### src/rtl/uart_bus_bridge_pkg.sv
// uart_bus_bridge_pkg: shared types and constants for the UART-to-bus debug
// bridge.
//   bridge_state_e : command FSM states
//   Cmd*/Resp*     : wire-protocol byte values
//   cnt_width()    : counter width helper for down-counters loaded with n-1
package uart_bus_bridge_pkg;

  typedef enum logic [2:0] {
    CMD      = 3'd0,
    ADDR     = 3'd1,
    WDATA    = 3'd2,
    BUS_REQ  = 3'd3,
    BUS_WAIT = 3'd4,
    RESP     = 3'd5
  } bridge_state_e;

  localparam logic [7:0] CmdWrite  = 8'h77;
  localparam logic [7:0] CmdRead   = 8'h72;
  localparam logic [7:0] RespAck   = 8'h06;
  localparam logic [7:0] RespNak   = 8'h15;
  localparam logic [3:0] HostBeAll = 4'hF;

  function automatic int cnt_width(input int n);
    return (n < 2) ? 1 : $clog2(n);
  endfunction

endpackage

### src/rtl/uart_bridge_serdes.sv
// uart_bridge_serdes: 8N1 UART receiver and transmitter for the debug bridge.
// Ports:
//   clk_i, rst_ni   : clock, async active-low reset
//   rx              : asynchronous serial input (idle high)
//   tx              : serial output (idle high)
//   rx_data/rx_valid: received byte, rx_valid is a 1-cycle pulse
//   rx_frame_err    : 1-cycle pulse when a stop bit is sampled low
//   tx_data/tx_valid/tx_ready : byte handshake into the transmitter
//   tx_idle         : transmitter has finished its last stop bit
// Parameter ClocksPerBaud (>= 4) sets the bit period in clk_i cycles.
module uart_bridge_serdes
  import uart_bus_bridge_pkg::*;
#(
  parameter int ClocksPerBaud = 434
) (
  input  logic       clk_i,
  input  logic       rst_ni,
  input  logic       rx,
  output logic       tx,
  output logic [7:0] rx_data,
  output logic       rx_valid,
  output logic       rx_frame_err,
  input  logic [7:0] tx_data,
  input  logic       tx_valid,
  output logic       tx_ready,
  output logic       tx_idle
);

  localparam int CntW = cnt_width(ClocksPerBaud);
  localparam logic [CntW-1:0] BaudLast = CntW'(ClocksPerBaud - 1);
  localparam logic [CntW-1:0] BaudHalf = CntW'(ClocksPerBaud / 2);

  localparam logic [1:0] RxIdle  = 2'd0;
  localparam logic [1:0] RxStart = 2'd1;
  localparam logic [1:0] RxData  = 2'd2;
  localparam logic [1:0] RxStop  = 2'd3;

  logic            rx_s1, rx_s2, rx_s3;
  logic [1:0]      rx_state;
  logic [CntW-1:0] rx_cnt;
  logic [2:0]      rx_bit;
  logic [7:0]      rx_shift;

  assign rx_data = rx_shift;

  always_ff @(posedge clk_i or negedge rst_ni) begin
    if (!rst_ni) begin
      rx_s1        <= 1'b1;
      rx_s2        <= 1'b1;
      rx_s3        <= 1'b1;
      rx_state     <= RxIdle;
      rx_cnt       <= '0;
      rx_bit       <= '0;
      rx_shift     <= '0;
      rx_valid     <= 1'b0;
      rx_frame_err <= 1'b0;
    end else begin
      rx_s1        <= rx;
      rx_s2        <= rx_s1;
      rx_s3        <= rx_s2;
      rx_valid     <= 1'b0;
      rx_frame_err <= 1'b0;
      if (rx_state == RxIdle) begin
        // Half-bit load puts every later sample near mid-bit.
        if (rx_s3 && !rx_s2) begin
          rx_cnt   <= BaudHalf;
          rx_state <= RxStart;
        end
      end else if (rx_cnt != '0) begin
        rx_cnt <= rx_cnt - CntW'(1);
      end else begin
        rx_cnt <= BaudLast;
        case (rx_state)
          RxStart: begin
            // A start bit that is high again by mid-bit was a glitch.
            if (rx_s2) begin
              rx_state <= RxIdle;
            end else begin
              rx_state <= RxData;
              rx_bit   <= '0;
            end
          end
          RxData: begin
            rx_shift <= {rx_s2, rx_shift[7:1]};
            rx_bit   <= rx_bit + 3'd1;
            if (rx_bit == 3'd7) rx_state <= RxStop;
          end
          default: begin
            rx_state <= RxIdle;
            if (rx_s2) rx_valid <= 1'b1;
            else       rx_frame_err <= 1'b1;
          end
        endcase
      end
    end
  end

  logic            tx_busy;
  logic [CntW-1:0] tx_cnt;
  logic [3:0]      tx_bit;
  logic [8:0]      tx_shift;

  // Ready also in the last cycle of a stop bit so consecutive bytes leave
  // without an idle gap.
  assign tx_ready = !tx_busy || (tx_cnt == '0 && tx_bit == 4'd9);
  assign tx_idle  = !tx_busy;

  always_ff @(posedge clk_i or negedge rst_ni) begin
    if (!rst_ni) begin
      tx_busy  <= 1'b0;
      tx_cnt   <= '0;
      tx_bit   <= '0;
      tx_shift <= '1;
      tx       <= 1'b1;
    end else if (tx_valid && tx_ready) begin
      tx_busy  <= 1'b1;
      tx_cnt   <= BaudLast;
      tx_bit   <= '0;
      tx_shift <= {1'b1, tx_data};
      tx       <= 1'b0;
    end else if (tx_busy) begin
      if (tx_cnt != '0) begin
        tx_cnt <= tx_cnt - CntW'(1);
      end else if (tx_bit == 4'd9) begin
        tx_busy <= 1'b0;
        tx      <= 1'b1;
      end else begin
        tx_cnt   <= BaudLast;
        tx_bit   <= tx_bit + 4'd1;
        tx       <= tx_shift[0];
        tx_shift <= {1'b1, tx_shift[8:1]};
      end
    end
  end

endmodule

### src/rtl/uart_bus_bridge.sv
// uart_bus_bridge: UART debug port that issues single word reads/writes on
// the system bus and reports status (and read data) back over UART.
// Ports:
//   clk_i, rst_ni           : clock, async active-low reset
//   uart_rx_i, uart_tx_o    : debug UART pins (idle high)
//   host_req_o/host_gnt_i   : bus request/grant
//   host_addr_o, host_we_o, host_be_o, host_wdata_o : request payload
//   host_rvalid_i, host_rdata_i, host_err_i         : bus response
//   busy_o                  : command FSM is away from CMD
// Build option: define UART_BUS_BRIDGE_TIMEOUT_EN to abandon a partial frame
// after TimeoutBauds idle bit periods; without it a partial frame waits
// forever.
//
// state    | meaning
// CMD      | waiting for a command byte
// ADDR     | collecting 4 address bytes
// WDATA    | collecting 4 write-data bytes
// BUS_REQ  | request on the bus, waiting for grant
// BUS_WAIT | granted, waiting for the response
// RESP     | sending status (and read data) back over UART
module uart_bus_bridge
  import uart_bus_bridge_pkg::*;
#(
  parameter int ClockFrequency = 50_000_000,
  parameter int BaudRate       = 115_200,
  parameter int TimeoutBauds   = 64
) (
  input  logic        clk_i,
  input  logic        rst_ni,
  input  logic        uart_rx_i,
  output logic        uart_tx_o,
  output logic        host_req_o,
  input  logic        host_gnt_i,
  output logic [31:0] host_addr_o,
  output logic        host_we_o,
  output logic [3:0]  host_be_o,
  output logic [31:0] host_wdata_o,
  input  logic        host_rvalid_i,
  input  logic [31:0] host_rdata_i,
  input  logic        host_err_i,
  output logic        busy_o
);

  localparam int ClocksPerBaud = ClockFrequency / BaudRate;

  logic [7:0] rx_byte;
  logic       rx_byte_valid;
  logic       rx_frame_err;
  logic [7:0] tx_byte;
  logic       tx_valid;
  logic       tx_ready;
  logic       tx_idle;

  uart_bridge_serdes #(
    .ClocksPerBaud(ClocksPerBaud)
  ) u_serdes (
    .clk_i       (clk_i),
    .rst_ni      (rst_ni),
    .rx          (uart_rx_i),
    .tx          (uart_tx_o),
    .rx_data     (rx_byte),
    .rx_valid    (rx_byte_valid),
    .rx_frame_err(rx_frame_err),
    .tx_data     (tx_byte),
    .tx_valid    (tx_valid),
    .tx_ready    (tx_ready),
    .tx_idle     (tx_idle)
  );

  bridge_state_e state;
  logic [1:0]    byte_cnt;
  logic          is_write;
  logic [31:2]   addr_q;
  logic [31:0]   wdata_q;
  logic [31:0]   rdata_q;
  logic          err_q;
  logic [2:0]    resp_cnt;
  logic [2:0]    resp_len;
  logic          timeout;
  logic          frame_abort;

  assign host_req_o   = (state == BUS_REQ);
  assign host_addr_o  = {addr_q, 2'b00};
  assign host_we_o    = is_write;
  assign host_be_o    = HostBeAll;
  assign host_wdata_o = wdata_q;
  assign busy_o       = (state != CMD);

  assign frame_abort = rx_frame_err || timeout;
  assign resp_len    = (!is_write && !err_q) ? 3'd5 : 3'd1;

  always_comb begin
    tx_valid = (state == RESP) && (resp_cnt < resp_len);
    case (resp_cnt)
      3'd1:    tx_byte = rdata_q[7:0];
      3'd2:    tx_byte = rdata_q[15:8];
      3'd3:    tx_byte = rdata_q[23:16];
      3'd4:    tx_byte = rdata_q[31:24];
      default: tx_byte = err_q ? RespNak : RespAck;
    endcase
  end

  always_ff @(posedge clk_i or negedge rst_ni) begin
    if (!rst_ni) begin
      state    <= CMD;
      byte_cnt <= '0;
      is_write <= 1'b0;
      addr_q   <= '0;
      wdata_q  <= '0;
      rdata_q  <= '0;
      err_q    <= 1'b0;
      resp_cnt <= '0;
    end else begin
      case (state)
        CMD: begin
          if (rx_byte_valid) begin
            byte_cnt <= '0;
            if (rx_byte == CmdWrite) begin
              is_write <= 1'b1;
              state    <= ADDR;
            end else if (rx_byte == CmdRead) begin
              is_write <= 1'b0;
              state    <= ADDR;
            end
          end
        end
        ADDR: begin
          if (frame_abort) begin
            state <= CMD;
          end else if (rx_byte_valid) begin
            case (byte_cnt)
              2'd0: addr_q[7:2]   <= rx_byte[7:2];
              2'd1: addr_q[15:8]  <= rx_byte;
              2'd2: addr_q[23:16] <= rx_byte;
              2'd3: addr_q[31:24] <= rx_byte;
              default: ;
            endcase
            byte_cnt <= byte_cnt + 2'd1;
            if (byte_cnt == 2'd3) state <= is_write ? WDATA : BUS_REQ;
          end
        end
        WDATA: begin
          if (frame_abort) begin
            state <= CMD;
          end else if (rx_byte_valid) begin
            wdata_q[{byte_cnt, 3'b000} +: 8] <= rx_byte;
            byte_cnt <= byte_cnt + 2'd1;
            if (byte_cnt == 2'd3) state <= BUS_REQ;
          end
        end
        BUS_REQ: begin
          if (host_gnt_i) state <= BUS_WAIT;
        end
        BUS_WAIT: begin
          if (host_rvalid_i) begin
            rdata_q  <= host_rdata_i;
            err_q    <= host_err_i;
            resp_cnt <= '0;
            state    <= RESP;
          end
        end
        RESP: begin
          if (tx_valid && tx_ready) resp_cnt <= resp_cnt + 3'd1;
          // Leave only once the final stop bit has gone out.
          if (resp_cnt == resp_len && tx_idle) state <= CMD;
        end
        default: state <= CMD;
      endcase
    end
  end

`ifdef UART_BUS_BRIDGE_TIMEOUT_EN
  localparam int TickW = cnt_width(ClocksPerBaud);
  localparam int ToW   = cnt_width(TimeoutBauds + 1);

  logic [TickW-1:0] to_tick;
  logic [ToW-1:0]   to_left;
  logic             in_frame;

  assign in_frame = (state == ADDR) || (state == WDATA);
  assign timeout  = in_frame && (to_left == '0);

  // Bit periods since the last good byte; restarts on every byte.
  always_ff @(posedge clk_i or negedge rst_ni) begin
    if (!rst_ni) begin
      to_tick <= TickW'(ClocksPerBaud - 1);
      to_left <= ToW'(TimeoutBauds);
    end else if (!in_frame || rx_byte_valid) begin
      to_tick <= TickW'(ClocksPerBaud - 1);
      to_left <= ToW'(TimeoutBauds);
    end else if (to_tick == '0) begin
      to_tick <= TickW'(ClocksPerBaud - 1);
      if (to_left != '0) to_left <= to_left - ToW'(1);
    end else begin
      to_tick <= to_tick - TickW'(1);
    end
  end
`else
  assign timeout = 1'b0;
`endif

endmodule
### config.mk
export PLATFORM = sky130hd
export DESIGN_NAME = uart_bus_bridge
export DESIGN_NICKNAME = d
export VERILOG_FILES = /design/src/rtl/uart_bus_bridge_pkg.sv /design/src/rtl/uart_bridge_serdes.sv /design/src/rtl/uart_bus_bridge.sv
export SDC_FILE = /design/constraint.sdc
export NUM_CORES = 1
export LEC_CHECK = 0
export ABC_AREA = 1
export BUFFER_PORTS_ARGS = -buffer_cell sky130_fd_sc_hd__buf_2
export CORE_MARGIN = 2
export CORE_UTILIZATION = 35
export CTS_CLUSTER_DIAMETER = 150
export DETAILED_ROUTE_END_ITERATION = 16
export MAX_ROUTING_LAYER = met4
export PLACE_DENSITY_LB_ADDON = 0.25
export SLEW_MARGIN = 20
export SYNTH_ARGS = -nofsm -noshare
export SYNTH_HDL_FRONTEND = slang
export SYNTH_SLANG_ARGS = --single-unit
### constraint.sdc
create_clock -name clk_i -period 1.8 [get_ports clk_i]
set_input_delay 0.36 -clock clk_i [delete_from_list [all_inputs] [get_ports clk_i]]
set_output_delay 0.36 -clock clk_i [all_outputs]
set_load 0.05 [all_outputs]
==> results.md <==
Worst setup path
• **Critical Path Sink** host_req_o
• **Setup crit end kind** primary output
• **critical path launch point type** register
• **CP Cell Sequence** inv_2 > nand3_1 > inv_2 > buf_6
• **Worst EP arrival** 1.38 ns
• **worst setup path start** state[2]
• **critical path class** reg -> out
• **logic depth of the worst setup path including buffers** 4
• **cells on worst reg2reg path** 8
• **worst reg2reg path startpoint** resp_cnt[0]
• **delay of the slowest cell on the worst path** 0.42 ns
• **data required time at the worst endpoint** 1.44 ns
• **most used cell, CP** inv_2
• **maximum net fanout on the critical path** 7
• **Buf+Inv Stages, Crit Path** 3
• **slowest cell on the critical path** dfrtp_1
• **worst reg-to-reg setup slack** 0.14 ns
• **CP top delay family** buffers and inverters
• **end of the worst register-to-register path** u_serdes.tx_shift[5]

Power and ir drop
• **pwr dens** 1230 mW/mm²
• **worst supply voltage drop on vdd** 0.686 mV
• **static leakage** 4.70 nW

Global route
• **number of global-route vias before repair** 5744
• **number of antenna violations at the first check in global routing** 0
• **global-route wire length before repair** 28700 µm
• **gr usage total** 16.9%
• **leftover overflow at the end of global routing** 0
• **largest net degree at the start of global routing** 39

Timing
• **Final Setup Violations** 0
• **minimum clock period** 1.74 ns
• **Hold Violations, Final** 0
• **maximum frequency from static timing analysis** 0.573 GHz
• **Slew HR** 66.1%
• **final-layout worst hold slack** 0.0187 ns
• **setup TNS** 0 ns
• **Worst Tran Pin Value** 0.508 ns
• **number of max-slew violations in the final report** 0
• **final setup skew** 0.0194 ns
• **share of the cycle needed by the critical path after routing** 96.9%

Synth
• **async set or reset register ratio after synthesis** 100%
• **sequential area share after synthesis** 53.0%
• **synthesized-area fraction occupied by and/or/nand/nor cells** 22.7%
• **largest family of logic cells by synthesized area** simple AND/OR/NAND/NOR gates
• **number of synthesized flops with an enable pin** 0
• **area fraction in compound gates after synthesis** 8.34%
• **netlist area before placement** 0.00730 mm²
• **gate count after technology mapping** 832
• **share of synthesized area spent on multiplexers** 4.78%
• **Yosys warning total** 0
• **Yosys reg bits** 154
• **arithmetic-cell share of the synthesized area counting full adders, half adders and majority gates** 3.60%
• **post-synthesis average cell area** 8.78 µm²
• **synthesized-area fraction occupied by xor and xnor cells** 0.839%
• **most frequently used flop master after synthesis** dfrtp_1
• **number of distinct library cell variants in the gate-level netlist after synthesis** 39

Layout
• **growth of design area from synthesis to finish** 25.5%
• **share of final-layout standard cells stronger than drive strength 1** 26.7%
• **fill cell instance count of the final layout** 1979
• **most common library cell in the layout ignoring fill and taps** nand2_1
• **final net count** 1036
• **antenna cells** 0
• **leading cell types in the layout, fill and taps excluded** 229 x nand2_1, 138 x dfrtp_1, 100 x buf_2, 79 x inv_1, 77 x nor2_1
• **final std cells w/o fill** 1260

Placement
• **weighted congestion at the end of routability-driven global placement** 0.827
• **estimated wirelength of the detail-placed design** 12500 µm
• **placed cells** 1219
• **count of port buffers added during placement** 103

Floorplan
• **die area** 0.0220 mm²
• **standard cell core area** 0.0204 mm²
• **floorplan row count** 52
• **die span in y** 148 µm
• **die outline width** 148 µm
• **top-level port count** 110
• **Initial Util** 35.9%

Status
• **status** completed

Clock tree
• **Reg clk slew, reported paths** 0.08 ns
• **clock latency at the later pin of the worst-skew pair** 0.44 ns
• **H-tree depth** 4
• **clock root buffer** clkbuf_16
• **CTS tree** built
• **clock sinks** 154
• **CTS Buffer Depth** 2
• **number of buffers inserted during clock tree synthesis** 17

Routing
• **vias post-DR** 5885
• **number of detailed-route iterations in the first pass** 5
• **total wire length** 17400 µm
• **average wire length per cell after detail routing** 13.8 µm
• **number of vias per cell** 4.67
• **number of DRC markers in iteration 0** 280
• **residual antenna-violating net count after detailed routing** 0
• **total DRC errors in the routed layout** 0

Min path
• **hold path depth** 1
• **path category of the worst min-delay check** in -> reg

Flow run
• **number of max-capacitance violations reported** 0

[what timing repair did]
| action | CTS | global route |
|---|---|---|
| pin swaps | 0 | 5 |
| resized for setup | 6 | 28 |
| hold buffers | 1 | 0 |
| endpoints found under the hold margin | 23 | 0 |
| setup endpoints to repair | 2 | 42 |
| buffers inserted | 0 | 8 |
[area by class of cell]
| class | instances | area [µm²] | area share, % |
|---|---|---|---|
| clock buffers | 17 | 425 | 4.64 |
| clock inverters | 15 | 196 | 2.14 |
| inverters | 84 | 318 | 3.47 |
| multi-input cells | 573 | 3070 | 33.4 |
| flip-flops and latches | 154 | 3870 | 42.3 |
| well taps | 270 | 338 | 3.69 |
| repair buffers | 147 | 951 | 10.4 |
[worst register-to-register path, cell delays in order (launching register included)]
cell	delay (ns)
dfrtp_2	0.44
ha_1	0.22
ha_1	0.30
nand2_1	0.11
nand2_1	0.06
o21ai_0	0.22
nand3_1	0.12
nand3_1	0.09
nand2_1	0.05
[metrics by stage]
stage | util (%) | cell area, µm² | setup WS (ns) | power [mW]
2_1_floorplan | - | 7330 | 0.0553 | 6.63
6_report | 45.0 | 9170 | 0.0563 | 11.3
3_3_place_gp | 41.0 | 8350 | 0.0796 | 7.45
4_1_cts | 44.2 | 9000 | 0.00833 | 11.2
5_1_grt | 45.0 | 9170 | -0.00583 | 12.0
3_5_place_dp | 41.0 | 8350 | 0.0221 | 7.49
[cell usage after synthesis (3+ instances only)]
cell type | count | share of area (%)
dfrtp_1 | 142 | 49
buf_6 | 6 | 0.92
clkbuf_1 | 7 | 0.36
inv_1 | 80 | 4.1
nor2_1 | 84 | 4.3
nand3_1 | 43 | 2.9
nand2_1 | 235 | 12
nor2_4 | 3 | 0.46
dfstp_2 | 12 | 4.3
a21oi_1 | 26 | 1.8
nand4_1 | 11 | 0.94
o22ai_1 | 7 | 0.60
o21ai_0 | 74 | 5.1
xnor2_1 | 3 | 0.36
buf_2 | 5 | 0.34
nor3_1 | 3 | 0.21
mux2_2 | 30 | 4.6
nand2_2 | 3 | 0.26
xor2_1 | 4 | 0.48
a21oi_2 | 4 | 0.48
ha_1 | 21 | 3.6
buf_4 | 7 | 0.72
[how the worst min path moves through the flow]
stage | start | slack (ns) | to
final | uart_rx_i | 0.02 | u_serdes.rx_s1
after floorplan | rst_ni | 0.06 | addr_q[10]
after detailed placement | rst_ni | 0.31 | u_serdes.tx_bit[2]
after CTS | uart_rx_i | 0.005 | u_serdes.rx_s1
after global routing | uart_rx_i | 0.001 | u_serdes.rx_s1
after global placement | rst_ni | 0.32 | u_serdes.tx_bit[2]
[routing by layer]
metal  part of all wire, %  GRT usage (%)  vias up
met5                     0              -        -
met4                   1.3           4.62        0
met3                   4.7           4.05       12
met2                    45           25.9      129
met1                    49           22.6     2789
li1                      -              -     2955
[kinds of logic (layout without fill, tap and decap cells)]
logic type,after synthesis,after routing
fa+ha+maj,21,21
mux,31,31
buf+inv,109,263
flops,154,154
compound gates,115,115
simple gates,393,393
other cells,2,6
xor+xnor,7,7
[registers in the layout, indices dropped and copies added, names as in the netlist, 2 cells and up]
signal             cells
addr_q                30
byte_cnt               2
host_wdata_o          32
rdata_q               32
resp_cnt               3
state                  3
u_serdes.rx_bit        3
u_serdes.rx_cnt        9
u_serdes.rx_data       8
u_serdes.rx_state      2
u_serdes.tx_bit        4
u_serdes.tx_cnt        9
u_serdes.tx_shift      8
[report_power, final]
| part | total (mW) | internal [mW] | leakage (nW) | switching (mW) |
|---|---|---|---|---|
| combinational | 2.87 | 1.24 | 2.41 | 1.64 |
| clock | 3.65 | 1.90 | 0.301 | 1.75 |
| sequential | 4.74 | 4.25 | 1.99 | 0.488 |
| total | 11.3 | 7.39 | 4.70 | 3.87 |
Power figures use the tool's default switching activity.
